$ cat config.mk
export PLATFORM = sky130hd
export DESIGN_NAME = cbus_arbiter
export DESIGN_NICKNAME = d
export VERILOG_FILES = /design/src/rtl/cbus_arbiter_pkg.sv /design/src/rtl/cbus_arbiter_rr_picker.sv /design/src/rtl/cbus_arbiter.sv
export SDC_FILE = /design/constraint.sdc
export NUM_CORES = 1
export LEC_CHECK = 0
export BUFFER_PORTS_ARGS = -buffer_cell sky130_fd_sc_hd__buf_2
export CORE_AREA = 2 2 138 140
export DETAILED_ROUTE_END_ITERATION = 7
export DIE_AREA = 0 0 140 142
export PLACE_DENSITY = 0.39
export RECOVER_POWER = 25
export SYNTH_ARGS = -nofsm -noshare
export SYNTH_HDL_FRONTEND = slang
export SYNTH_SLANG_ARGS = --single-unit
export TNS_END_PERCENT = 1
$ cat constraint.sdc
create_clock -name clk -period 1.7 [get_ports clk]
set_input_delay 0.34 -clock clk [delete_from_list [all_inputs] [get_ports clk]]
set_output_delay 0.34 -clock clk [all_outputs]
set_load 0.05 [all_outputs]
$ cat src/rtl/cbus_arbiter_pkg.sv
// cbus_arbiter_pkg: shared cbus request/response types, enums and idle constants
package cbus_arbiter_pkg;
  localparam int CBUS_MAX_MASTERS = 8;
  typedef enum logic [1:0] {BURST_FIXED, BURST_INCR, BURST_WRAP} cbus_burst_t;
  typedef enum logic [2:0] {SIZE_1, SIZE_2, SIZE_4, SIZE_8} cbus_size_t;
  typedef struct packed {
    logic        valid;
    logic        is_write;
    cbus_size_t  size;
    logic [31:0] addr;
    logic [3:0]  strobe;
    logic [31:0] data;
    logic [7:0]  len;
    cbus_burst_t burst;
  } cbus_req_t;
  typedef struct packed {
    logic        ready;
    logic        last;
    logic [31:0] data;
  } cbus_resp_t;
  localparam cbus_req_t  cbus_req_zero  = '0;
  localparam cbus_resp_t cbus_resp_zero = '0;
  typedef enum logic {ARB_IDLE, ARB_BUSY} arb_state_t;
endpackage

$ cat src/rtl/cbus_arbiter_rr_picker.sv
// rr_picker: combinational round-robin priority encoder
// Ports: req - request vector; last - previously granted index;
//        winner - first requester after last (wrapping); any_valid - some request set
module rr_picker #(
  parameter int N = 2,
  localparam int IDX_W = $clog2(N)
) (
  input  logic [N-1:0]     req,
  input  logic [IDX_W-1:0] last,
  output logic [IDX_W-1:0] winner,
  output logic             any_valid
);
  // Scan the search order backwards so the earliest requester overwrites the rest.
  always_comb begin
    winner = '0;
    for (int i = N; i >= 1; i--)
      if (req[IDX_W'((int'(last) + i) % N)]) winner = IDX_W'((int'(last) + i) % N);
    any_valid = |req;
  end
endmodule

$ cat src/rtl/cbus_arbiter.sv
// cbus_arbiter: merges several cbus masters onto one memory port, one burst at a time
// Ports: clk, resetn (async, active-low); ireqs/iresps - per-master request/response;
//        oreq/oresp - memory side; grant_idx - granted master (valid while busy);
//        busy - a transaction is in flight
module cbus_arbiter
  import cbus_arbiter_pkg::*;
#(
  parameter int NUM_INPUTS = 2,
  localparam int IDX_W = $clog2(NUM_INPUTS)
) (
  input  logic             clk,
  input  logic             resetn,
  input  cbus_req_t        ireqs  [NUM_INPUTS],
  output cbus_resp_t       iresps [NUM_INPUTS],
  output cbus_req_t        oreq,
  input  cbus_resp_t       oresp,
  output logic [IDX_W-1:0] grant_idx,
  output logic             busy
);
  arb_state_t            state;
  logic [IDX_W-1:0]      last_grant;
  logic [IDX_W-1:0]      winner;
  logic [NUM_INPUTS-1:0] req;
  logic                  any_valid;
  always_comb begin
    req = '0;
    for (int i = 0; i < NUM_INPUTS; i++) req[i] = ireqs[i].valid;
  end
  rr_picker #(.N(NUM_INPUTS)) u_pick (
    .req       (req),
    .last      (last_grant),
    .winner    (winner),
    .any_valid (any_valid)
  );
  assign busy = state == ARB_BUSY;
  // Routing is purely combinational from the registered grant; IDLE drives zeros both ways.
  always_comb begin
    oreq = busy ? ireqs[grant_idx] : cbus_req_zero;
    for (int i = 0; i < NUM_INPUTS; i++)
      iresps[i] = (busy && grant_idx == IDX_W'(i)) ? oresp : cbus_resp_zero;
  end
  // grant_idx is cleared on leaving BUSY so it reads 0 whenever idle.
  always_ff @(posedge clk or negedge resetn)
    if (!resetn) begin
      state      <= ARB_IDLE;
      grant_idx  <= '0;
      last_grant <= IDX_W'(NUM_INPUTS - 1);
    end else if (state == ARB_IDLE) begin
      if (any_valid) begin
        state      <= ARB_BUSY;
        grant_idx  <= winner;
        last_grant <= winner;
      end
    end else if (oresp.ready && oresp.last) begin
      state     <= ARB_IDLE;
      grant_idx <= '0;
    end
endmodule

==> results of run 1 <==
-- area by class of cell --
| type | count | share of cell area |
|---|---|---|
| tap | 234 | 0.05381 |
| clock buffer | 4 | 0.01449 |
| timing repair buffer | 370 | 0.5063 |
| multi-input combinational | 243 | 0.4104 |
| sequential | 3 | 0.01495 |
-- kinds of logic (layout without fill, tap and decap cells) --
logic type             count (synthesis)  in the layout  synth area share
AND/OR/NAND/NOR                      156            156            0.4651
AO/OA/AOI/OAI                          4              4           0.01493
flip-flops                             3              3           0.03642
multiplexers                          83             83            0.3964
buffers and inverters                 29            374           0.08717
-- metal layers --
layer	track usage	routed length, um	up-vias
li1	-	-	1619
met1	0.1114	4148	1471
met2	0.2139	6472	197
met3	0.02086	958	4
met4	0.01010	43	0
met5	0	0	-
-- power by group --
| group | total, uW | switching (uW) | internal (uW) |
|---|---|---|---|
| logic | 4460 | 2710 | 1750 |
| registers | 113 | 20.0 | 93.4 |
| clock network | 380 | 70.4 | 310 |
-- synth_stat cells (all sizes together), types with 2 or more instances --
| master | n | area, sq um |
|---|---|---|
| and2 | 35 | 219.0 |
| and3 | 34 | 212.7 |
| buf | 13 | 122.6 |
| clkbuf | 16 | 60.06 |
| dfrtp | 2 | 50.05 |
| mux2i | 83 | 830.8 |
| nor2b | 83 | 519.3 |
-- metrics by stage --
| step | instance area (sq um) | instances | util |
|---|---|---|---|
| after floorplan | 2411 | 275 | - |
| after global placement | 4493 | 848 | 0.2435 |
| after global routing | 5441 | 854 | 0.2948 |
| after CTS | 5374 | 854 | 0.2912 |
| final | 5441 | 854 | 0.2948 |
| after detailed placement | 4493 | 848 | 0.2435 |
-- registers in the layout, indices dropped and copies added, names as in the netlist --
register and count:
last_grant 1, busy 1, grant_idx 1
-- how the worst min path moves through the flow --
stage          startpoint        end  slack (ns)  cells past startpoint
2_1_floorplan      resetn       busy        0.04                      0
5_1_grt         oresp[33]       busy        0.42                      2
4_1_cts         oresp[32]       busy        0.39                      2
3_3_place_gp       resetn  grant_idx        0.15                      1
6_report        oresp[32]       busy        0.39                      2
3_5_place_dp       resetn  grant_idx        0.15                      1
-- repair_timing --
item | 4_1_cts | 5_1_grt
endpoints found under the setup margin | 151 | 151
endpoints found under the hold margin | 2 | 0
cloned | 1 | 0
hold buffers | 1 | 0
pin swaps | 1 | 1
gates resized for setup | 246 | 20
-- critical path: stages (launching register included) --
cell and delay, ns:
dfrtp_4 0.46, buf_16 0.25, mux2i_1 0.32, nor2b_4 0.05
buf_2 0.21
==> results_dict.tcl, run 1 <==
set metrics [dict create \
    cp-end-kind "output port" \
    r2r-start "grant_idx" \
    initial_core_util 0.1136 \
    h-tree-depth 1 \
    cp-endpoint "oreq[73]" \
    tns_ns -17.62 \
    synth_async_sr_flop_share 1.000 \
    powerDensity_mw_per_mm2 910.0 \
    start_kind "flip-flop" \
    num-nets-final 823 \
    worstPathMaxFanout 33 \
    irDropWorstVdd_v 0.0003525 \
    min_period_over_period 1.121 \
    synth_edf_count 0 \
    die_h_um 142 \
    leakage_uw 0.002883 \
    vias 3291 \
    ys_seq_area_frac 0.03642 \
    status "complete, but fails checks" \
    via_per_inst 3.854 \
    dpl_worst_slack_ns -0.005560 \
    cap_violations 0 \
    r2r-end "grant_idx" \
    post_cts_buffers 0 \
    slew_violations 0 \
    final_common_cell "buf_2" \
    clk_pin_slew_ns 0.03 \
    crit_required_ns 1.36 \
    ys.flop_type "dfrtp_1" \
    io_pins 355 \
    dieWidth_um 140 \
    cts_sinks 3 \
    ys_ff_latch 3 \
    setup_ws_ns -0.2060 \
    yosys_warnings 0 \
    area_growth_pct 159.6 \
    rows 50 \
    hold_ws_ns 0.3906 \
    rr_worst_depth 3 \
    grt_max_degree 65 \
    cts-root-buf "clkbuf_16" \
    insertion_delay_ns 0.23 \
    grtUsageTotal 0.1036 \
    multi_input_area_sq_mm 0.002233 \
    drc_errors 25 \
    dp_hpwl_um 9262 \
    hp-class "input port to flip-flop" \
    final_layout_size_suffix_gt1_frac 0.7855 \
    worst_pin_slew_ns 0.2504 \
    mostFrequentLayoutCells "buf_2 (211), buf_6 (101), mux2i_1 (65)" \
    gp_congestion 0.7317 \
    power.total_uw 4952 \
    grt_antenna_before_repair 0 \
    clockBufferDepth 2 \
    grt_pass1_wl_um 16770 \
    crit_path_start "grant_idx" \
    avgSynthCellArea_sq_um 7.621 \
    fillers 1946 \
    gr-total-overflow 0 \
    finalSetupViolations 149 \
    rsz0062_at_grt "true" \
    synth_area_sq_mm 0.002096 \
    hold_violations 0 \
    cts_tree "built" \
    arrival_ns 1.57 \
    grt_pass1_vias 3244 \
    dr.first_iter.drc_count 83 \
    syn_inst 275 \
    core_sq_mm 0.01846 \
    portBuffers 354 \
    die_area_sq_mm 0.01988 \
    fin_skew_ns 0.001016 \
    critPathKind "flip-flop to output port" \
    syn_nets 477 \
    cts_buffers 3 \
    clock.fmax_mhz 524.7 \
    slew_headroom 0.8283 \
    dr.pass1.iters 7 \
    avgRoutedWirePerCell_um 13.61 \
    min_period_ns 1.906 \
    synth_cell_types 18 \
    violations "DRC, setup timing" \
    r2r_slack_ns 0.27 \
    regArea_sq_um 81.33 \
    ant_nets 0 \
    diodes 0 \
    drt-total-wl_um 11620 \
]
No activity file was read; power rests on OpenSTA's default activity.
==> run 2, diff against run 1 <==
--- a/config.mk
+++ b/config.mk
@@ -10,7 +10,6 @@
 export DETAILED_ROUTE_END_ITERATION = 7
 export DIE_AREA = 0 0 140 142
 export PLACE_DENSITY = 0.39
-export RECOVER_POWER = 25
 export SYNTH_ARGS = -nofsm -noshare
 export SYNTH_HDL_FRONTEND = slang
 export SYNTH_SLANG_ARGS = --single-unit
==> run 2 against run 1 <==
Clock power hardly changed. Register-to-register slack about the same. Routed wire length unchanged. Cell count unchanged. The run still ends with DRC, setup timing left. Die area unchanged. Clock-buffer cell count stayed put. Sequential share of layout area about the same. Global-route usage unchanged. Via count stayed put. First-iteration DRC count unchanged. Largest power group unchanged. Final area hardly changed. Combinational power about the same.
==> results_dict.tcl, run 2 (same netlist as run 1, synthesis figures left out) <==
set metrics [dict create \
    dieWidth_um 140 \
    regArea_sq_um 81.33 \
    leakage_uw 0.002886 \
    min_period_over_period 1.121 \
    critPathKind "flip-flop to output port" \
    gr-total-overflow 0 \
    rows 50 \
    rsz0062_at_grt "true" \
    drc_errors 25 \
    slowest_stage "dfrtp_4" \
    grt_antenna_before_repair 0 \
    setup_ws_ns -0.2060 \
    avgRoutedWirePerCell_um 13.61 \
    clk_pin_slew_ns 0.03 \
    power_frac_seq 0.023 \
    powerDensity_mw_per_mm2 909.9 \
    start_kind "flip-flop" \
    grt_pass1_vias 3244 \
    fin_skew_ns 0.001016 \
    initial_core_util 0.1136 \
    power.total_uw 4952 \
    grt_max_degree 65 \
    gp_congestion 0.7317 \
    h-tree-depth 1 \
    vias 3291 \
    io_pins 355 \
    worst_pin_slew_ns 0.2504 \
    cts-root-buf "clkbuf_16" \
    fillers 1946 \
    crit_buf_inv 2 \
    post_cts_buffers 0 \
    min_period_ns 1.906 \
    power_switching_uw 2800 \
    dr.pass1.iters 7 \
    area_growth_pct 159.7 \
    dp_hpwl_um 9262 \
    internal_power_uw 2153 \
    finalSetupViolations 149 \
    hp-class "input port to flip-flop" \
    final_layout_size_suffix_gt1_frac 0.7871 \
    clock.fmax_mhz 524.7 \
    slew_violations 0 \
    via_per_inst 3.854 \
    grtUsageTotal 0.1036 \
    fin_util 0.2949 \
    slowest_delay_ns 0.46 \
    die_area_sq_mm 0.01988 \
    irDropWorstVdd_v 0.0003525 \
    cp_top_family "flip-flops" \
    p_clk_frac 0.077 \
    sw_frac_of_total 0.5653 \
    num-nets-final 823 \
    insertion_delay_ns 0.23 \
    path_cells "buf_16 -> mux2i_1 -> nor2b_4 -> buf_2" \
    status "complete, but fails checks" \
    multi_input_area_sq_mm 0.002233 \
    comb_power_share 0.900 \
    portBuffers 354 \
    dr.first_iter.drc_count 83 \
    slew_headroom 0.8283 \
    cts_buffers 3 \
    crit_required_ns 1.36 \
    grt_pass1_wl_um 16770 \
    worstPathMaxFanout 33 \
    die_h_um 142 \
    cp-end-kind "output port" \
    diodes 0 \
    mostFrequentLayoutCells "buf_2 (212), buf_6 (101), mux2i_1 (65)" \
    cts_sinks 3 \
    core_sq_mm 0.01846 \
    cap_violations 0 \
    drt-total-wl_um 11620 \
    final_common_cell "buf_2" \
    clockBufferDepth 2 \
    cts_tree "built" \
    ant_nets 0 \
    violations "DRC, setup timing" \
    arrival_ns 1.57 \
    hold_violations 0 \
]
[run 2: power groups by stage]
stage | clock network (uW) | registers, uW | logic [uW]
global placement | 0 | 110 | 3810
finish | 380 | 113 | 4460
detailed placement | 0 | 111 | 3780
CTS | 389 | 115 | 4430
global route | 399 | 118 | 4650
floorplan | 0 | 122 | 2900
[run 2: final timing paths]
path,startpoint,endpoint,slack (ns),depth (start not counted)
hold / removal,oresp[32],busy,0.39,2
min in group asynchronous,resetn,grant_idx,0.47,2
setup / recovery,grant_idx,oreq[73],-0.21,4
setup reg to reg,grant_idx,grant_idx,0.27,3
hold reg to reg,last_grant,last_grant,0.51,1
max in group asynchronous,resetn,last_grant,1.04,2
[run 2: layer usage]
layer	GRT usage	wire length, um	vias to the layer above	share of wire
met5	0	0	-	0
met4	0.01010	43	0	0.0037
met3	0.02086	958	4	0.082
met2	0.2139	6472	197	0.56
met1	0.1114	4148	1471	0.36
li1	-	-	1619	-
[run 2: through the flow]
step | area [sq um] | cells | TNS, ns | setup WS (ns) | hold slack, ns
2_1_floorplan | 2411 | 275 | -34.05 | -0.2532 | 0.04441
3_3_place_gp | 4493 | 848 | -0.009778 | -0.002288 | 0.1464
3_5_place_dp | 4493 | 848 | -0.008068 | -0.005560 | 0.1457
4_1_cts | 5374 | 854 | -20.03 | -0.2098 | 0.3934
5_1_grt | 5443 | 854 | -26.12 | -0.2646 | 0.4195
6_report | 5443 | 854 | -17.62 | -0.2060 | 0.3906
[run 2: layout make-up]
cell class,count,share of cell area
multi-input cells,243,0.4103
well taps,234,0.05379
repair buffers,370,0.5064
clock buffers,4,0.01448
flip-flops and latches,3,0.01494
[run 2: timing repair]
| item | CTS | global route |
|---|---|---|
| endpoints found under the setup margin | 151 | 151 |
| hold endpoints to repair | 2 | 0 |
| hold buffers | 1 | 0 |
| pin swaps | 1 | 1 |
| gates cloned | 1 | 0 |
| gates resized for setup | 246 | 20 |
[run 2: worst register-to-register path, delay by kind of cell (launching register included)]
| kind | cells | cell delay, ns |
|---|---|---|
| buffers and inverters | 1 | 0.32 |
| DFF | 1 | 0.52 |
| AOI/OAI and AO/OA | 1 | 0.32 |
| and+or+nand+nor | 1 | 0.15 |
